===== src/rtl/johnson_seq_gen.sv =====
// Multi-mode pattern generator: Johnson, one-hot ring, binary and Gray counter
// with a programmable prescaler, up/down direction and illegal-state recovery.
module johnson_seq_gen #(
  parameter int WIDTH   = 8,
  parameter int PRESC_W = 8
) (
  input  logic               clk,
  input  logic               rst_n,
  input  logic               en,
  input  logic               dir,
  input  logic [1:0]         mode,
  input  logic [PRESC_W-1:0] presc,
  output logic [WIDTH-1:0]   out,
  output logic               wrap,
  output logic               err
);

  localparam logic [1:0] M_JOHNSON = 2'b00;
  localparam logic [1:0] M_RING    = 2'b01;
  localparam logic [1:0] M_BINARY  = 2'b10;
  localparam logic [1:0] M_GRAY    = 2'b11;

  logic [WIDTH-1:0]   state;
  logic [1:0]         mode_q;
  logic [PRESC_W-1:0] pcnt;

  logic               tick;
  logic               illegal;
  logic [WIDTH-1:0]   nxt;
  logic [WIDTH-1:0]   trans;
  logic [WIDTH-2:0]   edges;

  function automatic logic [WIDTH-1:0] seed_of(input logic [1:0] m);
    return (m == M_RING) ? WIDTH'(1) : '0;
  endfunction

  assign tick = en && (pcnt == presc);

  // Johnson words have at most one adjacent-bit transition; ring words are one-hot.
  assign edges = state[WIDTH-2:0] ^ state[WIDTH-1:1];
  assign trans = WIDTH'(edges);

  always_comb begin
    illegal = 1'b0;
    case (mode_q)
      M_JOHNSON: illegal = (trans & (trans - WIDTH'(1))) != '0;
      M_RING:    illegal = (state == '0) || ((state & (state - WIDTH'(1))) != '0);
      default:   illegal = 1'b0;
    endcase
  end

  always_comb begin
    nxt = state;
    case (mode_q)
      M_JOHNSON: nxt = dir ? {~state[0], state[WIDTH-1:1]}
                           : {state[WIDTH-2:0], ~state[WIDTH-1]};
      M_RING:    nxt = dir ? {state[0], state[WIDTH-1:1]}
                           : {state[WIDTH-2:0], state[WIDTH-1]};
      default:   nxt = dir ? state - WIDTH'(1) : state + WIDTH'(1);
    endcase
  end

  always_ff @(posedge clk or negedge rst_n) begin
    if (!rst_n) begin
      state  <= '0;
      mode_q <= M_JOHNSON;
      pcnt   <= '0;
      wrap   <= 1'b0;
      err    <= 1'b0;
    end else begin
      wrap <= 1'b0;
      err  <= 1'b0;
      if (mode != mode_q) begin
        mode_q <= mode;
        state  <= seed_of(mode);
        pcnt   <= '0;
      end else if (illegal) begin
        state <= seed_of(mode_q);
        err   <= 1'b1;
        pcnt  <= '0;
      end else begin
        if (tick) begin
          state <= nxt;
          wrap  <= (nxt == seed_of(mode_q));
          pcnt  <= '0;
        end else if (en) begin
          pcnt  <= pcnt + PRESC_W'(1);
        end
      end
    end
  end

  // Gray view is decoded from the binary count so it follows state with no extra stage.
  assign out = (mode_q == M_GRAY) ? (state ^ (state >> 1)) : state;

endmodule


===== config.mk =====
export PLATFORM = sky130hd
export DESIGN_NAME = johnson_seq_gen
export DESIGN_NICKNAME = d
export VERILOG_FILES = /design/src/rtl/johnson_seq_gen.sv
export SDC_FILE = /design/constraint.sdc
export NUM_CORES = 1
export LEC_CHECK = 0
export ABC_AREA = 0
export CORE_UTILIZATION = 30
export CTS_CLUSTER_DIAMETER = 50
export DETAILED_ROUTE_END_ITERATION = 10
export PLACE_DENSITY = 0.59
export SETUP_SLACK_MARGIN = 0.05
export SLEW_MARGIN = 20
export SYNTH_ARGS = -nofsm -noshare
export SYNTH_HDL_FRONTEND = slang
export SYNTH_SLANG_ARGS = --single-unit

===== constraint.sdc =====
create_clock -name clk -period 3.7 [get_ports clk]
set_input_delay 0.74 -clock clk [delete_from_list [all_inputs] [get_ports clk]]
set_output_delay 0.74 -clock clk [all_outputs]
set_load 0.01 [all_outputs]

==> results.cfg <==
[critical_path]
cp-endpoint = out[0]
r2r_cells = 8
worstPathCellList = inv_1, ha_1, mux2_2, clkdlybuf4s50_1
r2r-end = state[7]
cp_slowest_stage_delay_ps = 540
end_kind = output port
worstPathMaxFanout = 9
worstPathArrival_ps = 2170
critPathLaunchType = flop
cp_slowest_cell = dfrtp_1
critPathRequiredTime_ps = 2960
startpoint = state[0]
r2r_start = state[0]
critPathKind = flop to output port
reg2reg_slack_ps = 840

[floorplan]
core_area_sq_um = 6350
chipHeight_um = 83.33
die-area_sq_um = 6944
initial_utilization_pct = 31.25
rows = 29
io_pins = 24
chipWidth_um = 83.33

[route]
wirelength_mm = 4.505
post_drt_wl_per_cell_um = 14.87
via_count = 1629
ant_nets = 0
drt_iter0_markers = 77
dr.pass1.iters = 4
avgViaCountPerCell = 5.376
drc = 0

[sta]
fin_crit_sh_pct = 78.56
timing.fmax_mhz = 344.0
finClkSkew_ps = 1.315
fin_crit_ps = 2907
hold_viol = 0
tightest_slew_ps = 923.5
relSlewSlack_pct = 38.24
setup_viol = 0
finalSetupTns_ps = 0
grt_setup_unrepaired = no
slew_violations = 0

[clock_network]
post_cts_buffers = 0
cts_max_level = 1
clk_latency_ps = 250
cts_made_buffers = 3
clk_pin_slew_ps = 70
cts_sinks = 20
cts_tree = done
cts_root_buffer = clkbuf_8
ctsResizeCount = 0
clk_path_buf_depth = 2
cts_hold_buf = 0

[final_layout]
diodes = 0
nets = 265
syn2layout_area_growth_pct = 15.51
final_area_sq_um = 2292
drive_above_1_share_pct = 11.06

[global_route]
grt-ovfl-total = 0
grt_pass1_wl_mm = 7.659
antenna_found_initial = 0
grt_start_max_net_pins = 21
track_usage_pct = 13.33
grt_pass1_vias = 1604

[synthesis]
postSynthAreaPerCell_sq_um = 9.540
ys_top_cells_by_area = dfrtp_1, ha_1, xnor2_1, mux4_2, nand3_1
synth_commonest_cells = ha_1, dfrtp_1, inv_1, nand3_1, xnor2_1
synth_edf_count = 0
yosysSeqAreaShare_pct = 25.22
synth_nets = 246
netlist_instances = 208
synth_most_common_cell = ha_1
synth_warnings = 0
syn-cell-area_sq_um = 1984
yosys_most_used_dff = dfrtp_1
synth_top_area_cell = dfrtp_1
ys_ff_latch = 20
ys_types = 47
synth.top_cell.area_share_pct = 25.22
async_reset_ff_share_pct = 100.0

[placement]
port_buffers = 23
dpl_cell_area_sq_um = 2237
dpl.hpwl_mm = 3.379
place_congestion = 0.8409

[job]
max_cap_viol_count = 0

[outcome]
status = completed

[power_and_ir_drop]
powerDensity_nw_per_um2 = 231.7
p_leak_nw = 0.9773
irDropWorstVdd_mv = 0.1277

[worst_hold_path]
hp-class = flop to flop
[kinds of logic (layout without fill, tap and decap cells)]
| family | after synthesis | count (layout) | share of synthesized area (%) |
|---|---|---|---|
| buffers and inverters | 28 | 46 | 7.692 |
| multiplexers | 17 | 17 | 12.80 |
| flip-flops | 20 | 20 | 25.22 |
| AO/OA/AOI/OAI | 37 | 37 | 13.18 |
| adder cells (fa/ha/maj) | 25 | 25 | 15.64 |
| XOR/XNOR | 19 | 19 | 8.386 |
| AND/OR/NAND/NOR | 62 | 62 | 17.09 |
[worst min path at each step]
| stage | from | end | slack, ps | cells after the start |
|---|---|---|---|---|
| 2_1_floorplan | rst_n | err | 440 | 0 |
| 3_3_place_gp | pcnt[7] | pcnt[7] | 580 | 2 |
| 3_5_place_dp | state[6] | state[6] | 570 | 1 |
| 4_1_cts | pcnt[7] | pcnt[7] | 590 | 2 |
| 5_1_grt | pcnt[5] | pcnt[5] | 620 | 2 |
| 6_report | pcnt[7] | pcnt[7] | 590 | 2 |
[placed cells by master, fill, tap and decap left out, types with 3 or more instances in the layout]
cell type,count
a211oi_1,3
a21oi_1,7
a31oi_1,4
and3_1,4
clkbuf_8,4
clkdlybuf4s50_1,23
dfrtp_1,20
ha_1,24
inv_1,16
mux2_2,7
mux2i_1,4
mux4_2,6
nand2_1,12
nand3_1,16
nand3b_1,4
nand4_1,5
nor2_1,4
nor3_1,6
o21ai_0,5
o2bb2ai_1,7
xnor2_1,16
xor2_1,3
[state kept, by name, indices dropped and copies added (netlist names)]
register and count:
pcnt 8, state 8, mode_q 2, err 1, wrap 1
[stage by stage]
stage	cells	hold slack (ps)	total power, mW	setup WS [ps]	util (%)
floorplan	208	444.4	0.3306	1260	-
global placement	299	577.8	0.3679	853.6	35.23
detailed placement	299	574.7	0.3682	845.1	35.23
CTS	303	592.1	0.5370	798.7	36.10
global route	303	620.4	0.5617	670.9	36.10
finish	303	588.1	0.5311	793.2	36.10
[worst max-delay path: cells and delay by family (launching register included)]
kind                     cells  cell delay [ps]
adder cells (fa/ha/maj)      1              410
flip-flops                   1              540
multiplexers                 1              290
buffers and inverters        2              690
[report_power, final]
part           switching, mW  internal (mW)
Clock                 0.0719         0.0946
Sequential           0.00949          0.223
Combinational         0.0687         0.0637
Total                  0.150          0.381
[routing by layer]
metal  up-vias  global-route usage (%)  part of all wire [%]
met2        47                   21.76                    46
met1       780                   18.78                    50
met5         -                       0                     0
met3         4                   1.193                   3.5
met4         0                   3.762                  0.87
li1        798                       -                     -
[area by class of cell]
class                           count  area [sq um]
Clock buffer                        4         55.05
Sequential cell                    20         500.5
Tap cell                           77         96.34
Inverter                           17         63.81
Multi-Input combinational cell    160          1331
Fill cell                         620          4058
Timing Repair Buffer               25         245.2
No activity file was read; power rests on OpenSTA's default activity.
